### src/rtl/ahb_master_datapath.sv
// AHB-Lite master address/data-phase engine driven by a one-hot control state.
// Issues SINGLE and INCR transfers, pipelines data phases and handles error aborts.
module ahb_master_datapath #(
    parameter int ADDR_W = 32,
    parameter int DATA_W = 32,
    parameter int BEAT_W = 8
) (
    input  logic              HCLK,
    input  logic              HRESETn,
    input  logic [5:0]        STATE,
    input  logic [ADDR_W-1:0] ADDR_IN,
    input  logic [DATA_W-1:0] WDATA_IN,
    input  logic [2:0]        SIZE_IN,
    input  logic              HREADY,
    input  logic              HRESP,
    input  logic [DATA_W-1:0] HRDATA,
    output logic [ADDR_W-1:0] HADDR,
    output logic [1:0]        HTRANS,
    output logic              HWRITE,
    output logic [2:0]        HSIZE,
    output logic [2:0]        HBURST,
    output logic [DATA_W-1:0] HWDATA,
    output logic [DATA_W-1:0] RDATA_OUT,
    output logic              RDATA_VALID,
    output logic              ERR,
    output logic [BEAT_W-1:0] BEAT_CNT
);

    localparam logic [5:0] ST_IDLE    = 6'b000001;
    localparam logic [5:0] ST_SBURSTW = 6'b000010;
    localparam logic [5:0] ST_SBURSTR = 6'b000100;
    localparam logic [5:0] ST_INCRBW  = 6'b001000;
    localparam logic [5:0] ST_INCRBR  = 6'b010000;
    localparam logic [5:0] ST_BUSY    = 6'b100000;

    localparam logic [1:0] TR_IDLE   = 2'b00;
    localparam logic [1:0] TR_BUSY   = 2'b01;
    localparam logic [1:0] TR_NONSEQ = 2'b10;
    localparam logic [1:0] TR_SEQ    = 2'b11;

    localparam logic [2:0] BU_SINGLE = 3'b000;
    localparam logic [2:0] BU_INCR   = 3'b001;

    localparam logic [BEAT_W-1:0] BEAT_MAX = {BEAT_W{1'b1}};
    localparam logic [BEAT_W-1:0] BEAT_ONE = {{(BEAT_W-1){1'b0}}, 1'b1};
    localparam logic [ADDR_W-1:0] ADDR_ONE = {{(ADDR_W-1){1'b0}}, 1'b1};

    logic [ADDR_W-1:0] r_haddr;
    logic [1:0]        r_htrans;
    logic              r_hwrite;
    logic [2:0]        r_hsize;
    logic [2:0]        r_hburst;
    logic [DATA_W-1:0] r_hwdata;
    logic [DATA_W-1:0] r_wdata_hold;
    logic [DATA_W-1:0] r_rdata;
    logic              r_rvalid;
    logic              r_err;
    logic [BEAT_W-1:0] r_beat_cnt;
    logic              r_dp_active;
    logic              r_dp_write;
    logic              r_dp_err;
    logic              r_burst_live;
    logic              r_burst_dir;
    logic              r_busy_hold;

    logic [ADDR_W-1:0] w_inc_addr;
    logic [ADDR_W-1:0] w_cont_addr;
    logic              w_incr_dir;
    logic              w_err_det;
    logic              w_rd_done;
    logic [ADDR_W-1:0] w_n_haddr;
    logic [1:0]        w_n_htrans;
    logic              w_n_hwrite;
    logic [2:0]        w_n_hsize;
    logic [2:0]        w_n_hburst;
    logic [BEAT_W-1:0] w_n_beat_cnt;
    logic              w_n_burst_live;
    logic              w_n_burst_dir;
    logic              w_n_busy_hold;

    // Next address-phase selection from the control state.
    always_comb begin
        w_inc_addr     = r_haddr + (ADDR_ONE << r_hsize);
        w_cont_addr    = r_busy_hold ? r_haddr : w_inc_addr;
        w_incr_dir     = (STATE == ST_INCRBW) ? 1'b1 : 1'b0;
        w_err_det      = HRESP & ~HREADY & r_dp_active & ~r_dp_err;
        w_rd_done      = HREADY & r_dp_active & ~r_dp_write & ~r_dp_err;
        w_n_haddr      = r_haddr;
        w_n_htrans     = TR_IDLE;
        w_n_hwrite     = r_hwrite;
        w_n_hsize      = r_hsize;
        w_n_hburst     = BU_SINGLE;
        w_n_beat_cnt   = r_beat_cnt;
        w_n_burst_live = 1'b0;
        w_n_burst_dir  = r_burst_dir;
        w_n_busy_hold  = 1'b0;
        case (STATE)
            ST_SBURSTW, ST_SBURSTR: begin
                w_n_htrans   = TR_NONSEQ;
                w_n_haddr    = ADDR_IN;
                w_n_hwrite   = (STATE == ST_SBURSTW) ? 1'b1 : 1'b0;
                w_n_hsize    = SIZE_IN;
                w_n_beat_cnt = {BEAT_W{1'b0}};
            end
            ST_INCRBW, ST_INCRBR: begin
                w_n_hburst     = BU_INCR;
                w_n_burst_live = 1'b1;
                w_n_burst_dir  = w_incr_dir;
                if (r_burst_live && (r_burst_dir == w_incr_dir)) begin
                    // A continuation landing on a 1 KB boundary must restart as NONSEQ.
                    w_n_haddr    = w_cont_addr;
                    w_n_htrans   = (w_cont_addr[9:0] == 10'd0) ? TR_NONSEQ : TR_SEQ;
                    w_n_beat_cnt = (r_beat_cnt == BEAT_MAX) ? BEAT_MAX : r_beat_cnt + BEAT_ONE;
                end else begin
                    w_n_haddr    = ADDR_IN;
                    w_n_htrans   = TR_NONSEQ;
                    w_n_hwrite   = w_incr_dir;
                    w_n_hsize    = SIZE_IN;
                    w_n_beat_cnt = BEAT_ONE;
                end
            end
            ST_BUSY: begin
                if (r_burst_live) begin
                    w_n_htrans     = TR_BUSY;
                    w_n_haddr      = w_cont_addr;
                    w_n_hburst     = BU_INCR;
                    w_n_burst_live = 1'b1;
                    w_n_busy_hold  = 1'b1;
                end else begin
                    w_n_htrans = TR_IDLE;
                end
            end
            default: begin
                w_n_htrans = TR_IDLE;
            end
        endcase
    end

    // Address-phase, data-phase and status registers.
    always_ff @(posedge HCLK or negedge HRESETn) begin
        if (!HRESETn) begin
            r_haddr      <= {ADDR_W{1'b0}};
            r_htrans     <= TR_IDLE;
            r_hwrite     <= 1'b0;
            r_hsize      <= 3'b010;
            r_hburst     <= BU_SINGLE;
            r_hwdata     <= {DATA_W{1'b0}};
            r_wdata_hold <= {DATA_W{1'b0}};
            r_rdata      <= {DATA_W{1'b0}};
            r_rvalid     <= 1'b0;
            r_err        <= 1'b0;
            r_beat_cnt   <= {BEAT_W{1'b0}};
            r_dp_active  <= 1'b0;
            r_dp_write   <= 1'b0;
            r_dp_err     <= 1'b0;
            r_burst_live <= 1'b0;
            r_burst_dir  <= 1'b0;
            r_busy_hold  <= 1'b0;
        end else begin
            r_err    <= w_err_det;
            r_rvalid <= w_rd_done;
            if (w_rd_done) begin
                r_rdata <= HRDATA;
            end
            if (w_err_det) begin
                // Cancel the pending address phase and break the burst.
                r_htrans     <= TR_IDLE;
                r_burst_live <= 1'b0;
                r_busy_hold  <= 1'b0;
                r_dp_err     <= 1'b1;
            end else if (HREADY) begin
                r_haddr      <= w_n_haddr;
                r_htrans     <= w_n_htrans;
                r_hwrite     <= w_n_hwrite;
                r_hsize      <= w_n_hsize;
                r_hburst     <= w_n_hburst;
                r_beat_cnt   <= w_n_beat_cnt;
                r_burst_live <= w_n_burst_live;
                r_burst_dir  <= w_n_burst_dir;
                r_busy_hold  <= w_n_busy_hold;
                r_dp_active  <= r_htrans[1];
                r_dp_write   <= r_hwrite;
                r_dp_err     <= 1'b0;
                if (w_n_htrans[1] && w_n_hwrite) begin
                    r_wdata_hold <= WDATA_IN;
                end
                if (r_htrans[1] && r_hwrite) begin
                    r_hwdata <= r_wdata_hold;
                end
            end
        end
    end

    assign HADDR       = r_haddr;
    assign HTRANS      = r_htrans;
    assign HWRITE      = r_hwrite;
    assign HSIZE       = r_hsize;
    assign HBURST      = r_hburst;
    assign HWDATA      = r_hwdata;
    assign RDATA_OUT   = r_rdata;
    assign RDATA_VALID = r_rvalid;
    assign ERR         = r_err;
    assign BEAT_CNT    = r_beat_cnt;

endmodule

### config.mk
export PLATFORM = sky130hd
export DESIGN_NAME = ahb_master_datapath
export DESIGN_NICKNAME = d
export VERILOG_FILES = /design/src/rtl/ahb_master_datapath.sv
export SDC_FILE = /design/constraint.sdc
export NUM_CORES = 1
export LEC_CHECK = 0
export ABC_AREA = 0
export CORE_MARGIN = 3
export CORE_UTILIZATION = 47
export CTS_CLUSTER_SIZE = 16
export DETAILED_ROUTE_END_ITERATION = 16
export PLACE_DENSITY = 0.8
export REMOVE_ABC_BUFFERS = 1
export SYNTH_ARGS = -nofsm -noshare
export SYNTH_HDL_FRONTEND = slang
export SYNTH_SLANG_ARGS = --single-unit
### constraint.sdc
create_clock -name HCLK -period 3.3 [get_ports HCLK]
set_clock_uncertainty 0.2 [all_clocks]
set_input_delay 0.33 -clock HCLK [delete_from_list [all_inputs] [get_ports HCLK]]
set_output_delay 0.33 -clock HCLK [all_outputs]
set_load 0.01 [all_outputs]
==> flow_summary.toml, run 1 <==
[critical_path]
path_class = "register to register"
crit_path_end_kind = "register"
start_kind = "register"
endpoint = "HTRANS[0]"
critPathLaunch = "HSIZE[1]"
crit_required_ns = 3.44
reg2reg_to = "HTRANS[0]"
worst-r2r-setup-slack_ns = 0.14
r2r_cells = 9
crit_fanout = 18
cp_data_arrival_time_ns = 3.29
crit-reg2reg-launch = "HSIZE[1]"

[timing]
fin_crit_sh_pct = 95.7
period_needed_ns = 3.16
rsz0062_at_grt = "no"
slew_headroom_pct = 40.7
setup_tns_ns = 0
setup_viol = 0
fmax_ghz = 0.317
maxSlewViolCount = 0
holdWs_ns = 0.303
hold_viol_final = 0
tightest_slew_ns = 0.889
fin_ws_ns = 0.143

[grt]
grt_pass1_vias = 6267
grt_max_degree = 90
grt_first_pass_wirelength_microns = 34100
grt.total_usage_pct = 24.4
gr-total-overflow = 0
antenna_found_initial = 1

[finish]
nNetsFinal = 971
area_delta_synth_final_pct = 42.2
layout_commonest_cell = "clkdlybuf4s50_1"
fin_area_sq_um = 10500
drive_above_1_share_pct = 19.9
layout_common_cells = "clkdlybuf4s50_1 (220), dfrtp_1 (150), mux2_2 (71)"

[synthesis]
synthFlopType = "dfrtp_1"
synthCells = 626
seq_area_frac_synth_pct = 51.3
async_flop_share_pct = 100
synth_top_area_share_pct = 50.9
synth_seq_cells = 151
synth_area_leaders = "dfrtp_1 (51%), mux2_2 (11%), mux2_4 (6.1%)"
synth_edf_count = 0
synth.largest_area_cell = "dfrtp_1"
yosysUniqueCellTypes = 68
ys_warn_count = 0
netlist_area_sq_um = 7370
syn_area_per_cell_sq_um = 11.8

[floorplan]
num_rows = 45
coreArea_sq_um = 15300
die_x_microns = 131
start_util_pct = 48.3
top_level_ports = 224
dieArea_sq_um = 17200
die_y_microns = 131

[routing]
firstDrtPassIters = 5
m1WireLength_microns = 8690
drtAntennaViolNets = 0
routed.top_layer = "met4"
drt-initial-drc-count = 510
wl_per_cell_microns = 19.6
vias_per_cell = 5.70
wl_met3_microns = 1200
wl_met2_microns = 10600
vias = 6134
drc_errors = 0
routed_wl_microns = 21100

[cts]
post-cts-setup-buffer-count = 0
cts_tree = "built"
htreeDepth = 4
insertion_delay_ns = 0.42
clockBufferDepth = 2
cts_inserted_buffers = 17
cts_root_buf = "clkbuf_16"
cts.sinks = 151
clk_pin_slew_ns = 0.06

[place]
hpwl_microns = 15500
postPlaceCellArea_sq_um = 9850
dp_slack_ns = 0.0575
place_congestion = 0.900
portBuffers = 221

[run_status]
outcome = "completed"

[power_and_ir_drop]
vdd_drop_max_uv = 404
p_per_area_nw_per_um2 = 610
power_leakage_nw = 4.64

[run]
drv_cap = 0

[hold_path]
hold_path_class = "register to register"
layout make-up:
class                      instances  area, sq um
fill                            1130         4780
sequential                       151         3780
multi-input combinational        427         3400
timing repair buffer             245         2410
clock buffer                      18          439
tap                              211          264
clock inverter                    13          145
inverter                          10         37.5
antenna                            1         2.50
registers in the layout, indices dropped and copies added (netlist names), 2 cells and up:
signal and cells:
r_wdata_hold 32, HSIZE 3, HWDATA 32, HTRANS 2, HADDR 32, RDATA_OUT 32, BEAT_CNT 8
synthesized netlist by cell type, types with 3 or more instances:
library cell  number
and4_1             5
o22a_1            11
nor2_1            33
a21o_1             4
inv_1             10
and3_1            12
o22ai_1           16
buf_4              5
buf_2             14
buf_1              3
clkbuf_1          14
nand4_1           11
dfrtp_1          150
nor3_1             7
o21ai_0           16
mux2_4            30
nand2_1           27
and2_1             4
o211ai_1           3
mux2_2            71
nor3b_1            5
a2bb2oi_1         15
nand2b_1           3
buf_6              3
ha_1               9
o21ai_1            3
a41oi_1            4
a211oi_1           5
nand3_1           23
xor2_1             4
a41o_1             3
o31ai_1            3
a31oi_1           12
and3b_1            4
o21a_1             7
a21oi_1           40
what timing repair did:
action	4_1_cts	5_1_grt
hold buffers	1	0
endpoints found under the hold margin	87	0
setup endpoints to repair	0	1
resized for setup	0	5
kinds of logic (layout without fill, tap and decap cells):
logic type / Yosys count / count (layout) / synth area share, %
fa+ha+maj: 10 / 10 / 1.80
buf+inv: 49 / 286 / 3.29
other cells: 1 / 3 / 0.0509
simple gates: 150 / 150 / 11.2
mux: 102 / 102 / 17.1
xor+xnor: 6 / 6 / 0.713
flops: 151 / 151 / 51.3
compound gates: 157 / 157 / 14.6
stage by stage:
| step | utilization, % | cells | total power [mW] |
|---|---|---|---|
| CTS | 68.5 | 1075 | 6.41 |
| detailed placement | 64.6 | 1043 | 4.45 |
| finish | 68.7 | 1076 | 6.39 |
| global route | 68.7 | 1076 | 6.69 |
| floorplan | - | 588 | 3.33 |
| global placement | 64.6 | 1043 | 4.38 |
worst min path at each step:
stage	cells after the start	to	startpoint	slack, ns
2_1_floorplan	0	BEAT_CNT[0]	HRESETn	-0.17
3_3_place_gp	1	HWDATA[30]	HRESETn	0.25
3_5_place_dp	1	HWDATA[27]	HRESETn	0.27
4_1_cts	2	r_wdata_hold[31]	WDATA_IN[31]	0.30
5_1_grt	2	r_wdata_hold[21]	WDATA_IN[21]	0.31
6_report	1	HWDATA[11]	HWDATA[11]	0.30
worst max-delay path: stages, from the launching register on:
cell     delay (ns)
dfstp_2        0.62
and3b_1        0.21
ha_1           0.43
and3_1         0.27
nand3_1        0.22
a31oi_2        0.26
buf_4          0.27
nand2_1        0.14
o221a_2        0.30
a31oi_1        0.16
power breakdown:
part | internal (mW) | leakage, nW | switching (mW)
clock | 1.14 | 0.280 | 0.787
combinational | 1.12 | 2.39 | 0.845
sequential | 2.19 | 1.96 | 0.306
per-layer routing:
metal | vias to the layer above | GRT usage (%)
li1 | 2787 | -
met1 | 3052 | 31.3
met2 | 247 | 41.5
met3 | 48 | 4.79
met4 | 0 | 8.58
met5 | - | 0
Power figures use the tool's default switching activity.
==> inputs of run 2 (changes only) <==
MAX_ROUTING_LAYER = met4   (was default)
==> flow_summary.toml, run 2 (synthesis gave the netlist of run 1 again) <==
[floorplan]
start_util_pct = 48.3
num_rows = 45
dieArea_sq_um = 17200
top_level_ports = 224
die_x_microns = 131
coreArea_sq_um = 15300
die_y_microns = 131

[finish]
area_delta_synth_final_pct = 42.0
multi_input_area_sq_um = 3380
drive_above_1_share_pct = 19.6
nFillCells = 1114
layout_common_cells = "clkdlybuf4s50_1 (220), dfrtp_1 (150), mux2_2 (71)"
fin_area_sq_um = 10500
nNetsFinal = 970
layout_commonest_cell = "clkdlybuf4s50_1"
seqCellArea_sq_um = 3780
post-route-util_pct = 68.6

[critical_path]
start_kind = "register"
cp_data_arrival_time_ns = 3.20
cp_slowest_stage_delay_ns = 0.55
crit_fanout = 10
path_cells = "nor3_1 > ha_1 > fa_1 > or4_1 > a2111oi_2 > o311a_1 > o221a_2 > a31oi_1"
crit_required_ns = 3.39
path_class = "register to register"
cp_slowest_cell = "or4_1"
crit_path_end_kind = "register"

[routing]
drt-initial-drc-count = 542
drc_errors = 0
vias_per_cell = 5.72
firstDrtPassIters = 5
vias = 6164
drtAntennaViolNets = 0
routed_wl_microns = 21100
wl_per_cell_microns = 19.6

[run_status]
outcome = "completed"

[grt]
gr-total-overflow = 0
antenna_found_initial = 2
grt_first_pass_wirelength_microns = 33900
grt_pass1_vias = 6227
grt.total_usage_pct = 25.1
grt_max_degree = 90

[cts]
cts_tree = "built"
cts.sinks = 151
clk_pin_slew_ns = 0.06
clockBufferDepth = 2
htreeDepth = 4
cts_inserted_buffers = 17
insertion_delay_ns = 0.42
cts_root_buf = "clkbuf_16"
post-cts-setup-buffer-count = 0

[place]
portBuffers = 221
place_congestion = 0.922
postPlaceCellArea_sq_um = 9850
hpwl_microns = 15200

[timing]
tightest_slew_ns = 0.857
setup_viol = 0
fin_crit_sh_pct = 94.4
slew_headroom_pct = 42.9
maxSlewViolCount = 0
fmax_ghz = 0.321
rsz0062_at_grt = "no"
setup_tns_ns = 0
holdWs_ns = 0.303
period_needed_ns = 3.12
hold_viol_final = 0

[power_and_ir_drop]
power_frac_seq_pct = 39.1
power_leakage_nw = 4.64
p_sw_mw = 1.92
p_int_mw = 4.47
clkPwrFrac_pct = 30.6
comb_power_share_pct = 30.3
p_per_area_nw_per_um2 = 611
vdd_drop_max_uv = 479
switching_share_pct = 30.1

[hold_path]
hold_path_class = "register to register"

[run]
drv_cap = 0
run 2: changes by cell type in the layout (fill, tap and decap cells not counted), sizes merged:
| cell | delta |
|---|---|
| clkinvlp | -1 |
| diode | +1 |
| buf | -1 |
| clkbuf | +2 |
run 2: path summary, 6_finish.rpt:
check                           start            end  slack, ns  depth (start not counted)
max in group asynchronous     HRESETn  RDATA_OUT[23]       1.69                          3
setup / recovery             HSIZE[0]      HTRANS[0]       0.18                          8
min in group asynchronous     HRESETn     HWDATA[30]       0.33                          2
hold / removal             HWDATA[10]     HWDATA[10]       0.30                          1
setup reg to reg             HSIZE[0]      HTRANS[0]       0.18                          8
hold reg to reg            HWDATA[10]     HWDATA[10]       0.30                          1
run 2: per-layer routing:
metal,track usage (%),vias to the layer above,routed length (microns)
li1,-,2801,-
met1,31.4,3049,8560
met3,5.59,32,1390
met5,-,-,0
met2,40.9,282,10600
met4,8.11,0,503
run 2: power groups by stage:
stage | sequential (mW) | combinational, mW | clock, mW
after global routing | 2.55 | 2.06 | 2.07
after CTS | 2.50 | 1.94 | 1.99
after floorplan | 2.62 | 0.713 | 0
after global placement | 2.49 | 1.89 | 0
final | 2.50 | 1.94 | 1.96
after detailed placement | 2.52 | 1.92 | 0
run 2: worst max-delay path, delay by kind of cell (launching register included):
kind	cells	cell delay, ns
simple gates	2	0.77
compound gates	4	0.84
flops	1	0.47
fa+ha+maj	2	0.69
run 2: through the flow:
step	power (mW)	worst slack [ns]	instances
2_1_floorplan	3.33	0.0409	588
3_3_place_gp	4.38	0.199	1042
3_5_place_dp	4.44	0.119	1042
4_1_cts	6.43	0.103	1075
5_1_grt	6.68	0.0236	1077
6_report	6.40	0.184	1077
run 2: repair_timing:
action | CTS | global route
hold buffers | 1 | 0
endpoints found under the hold margin | 87 | 0
gates resized for setup | 0 | 2
setup endpoints to repair | 0 | 1
run 2: area by class of cell:
| type | count | share of cell area [%] |
|---|---|---|
| Sequential cell | 151 | 36.1 |
| Multi-Input combinational cell | 427 | 32.3 |
| Timing Repair Buffer | 244 | 22.9 |
| Clock buffer | 20 | 4.36 |
| Tap cell | 211 | 2.52 |
| Clock inverter | 12 | 1.35 |
| Inverter | 10 | 0.359 |
| Antenna cell | 2 | 0.0478 |
==> inputs of run 3 (changes only) <==
CTS_CLUSTER_SIZE = 20   (was 16)
==> results of run 3 <==
The final DEF is identical to that of run 2; final timing and power are the same.
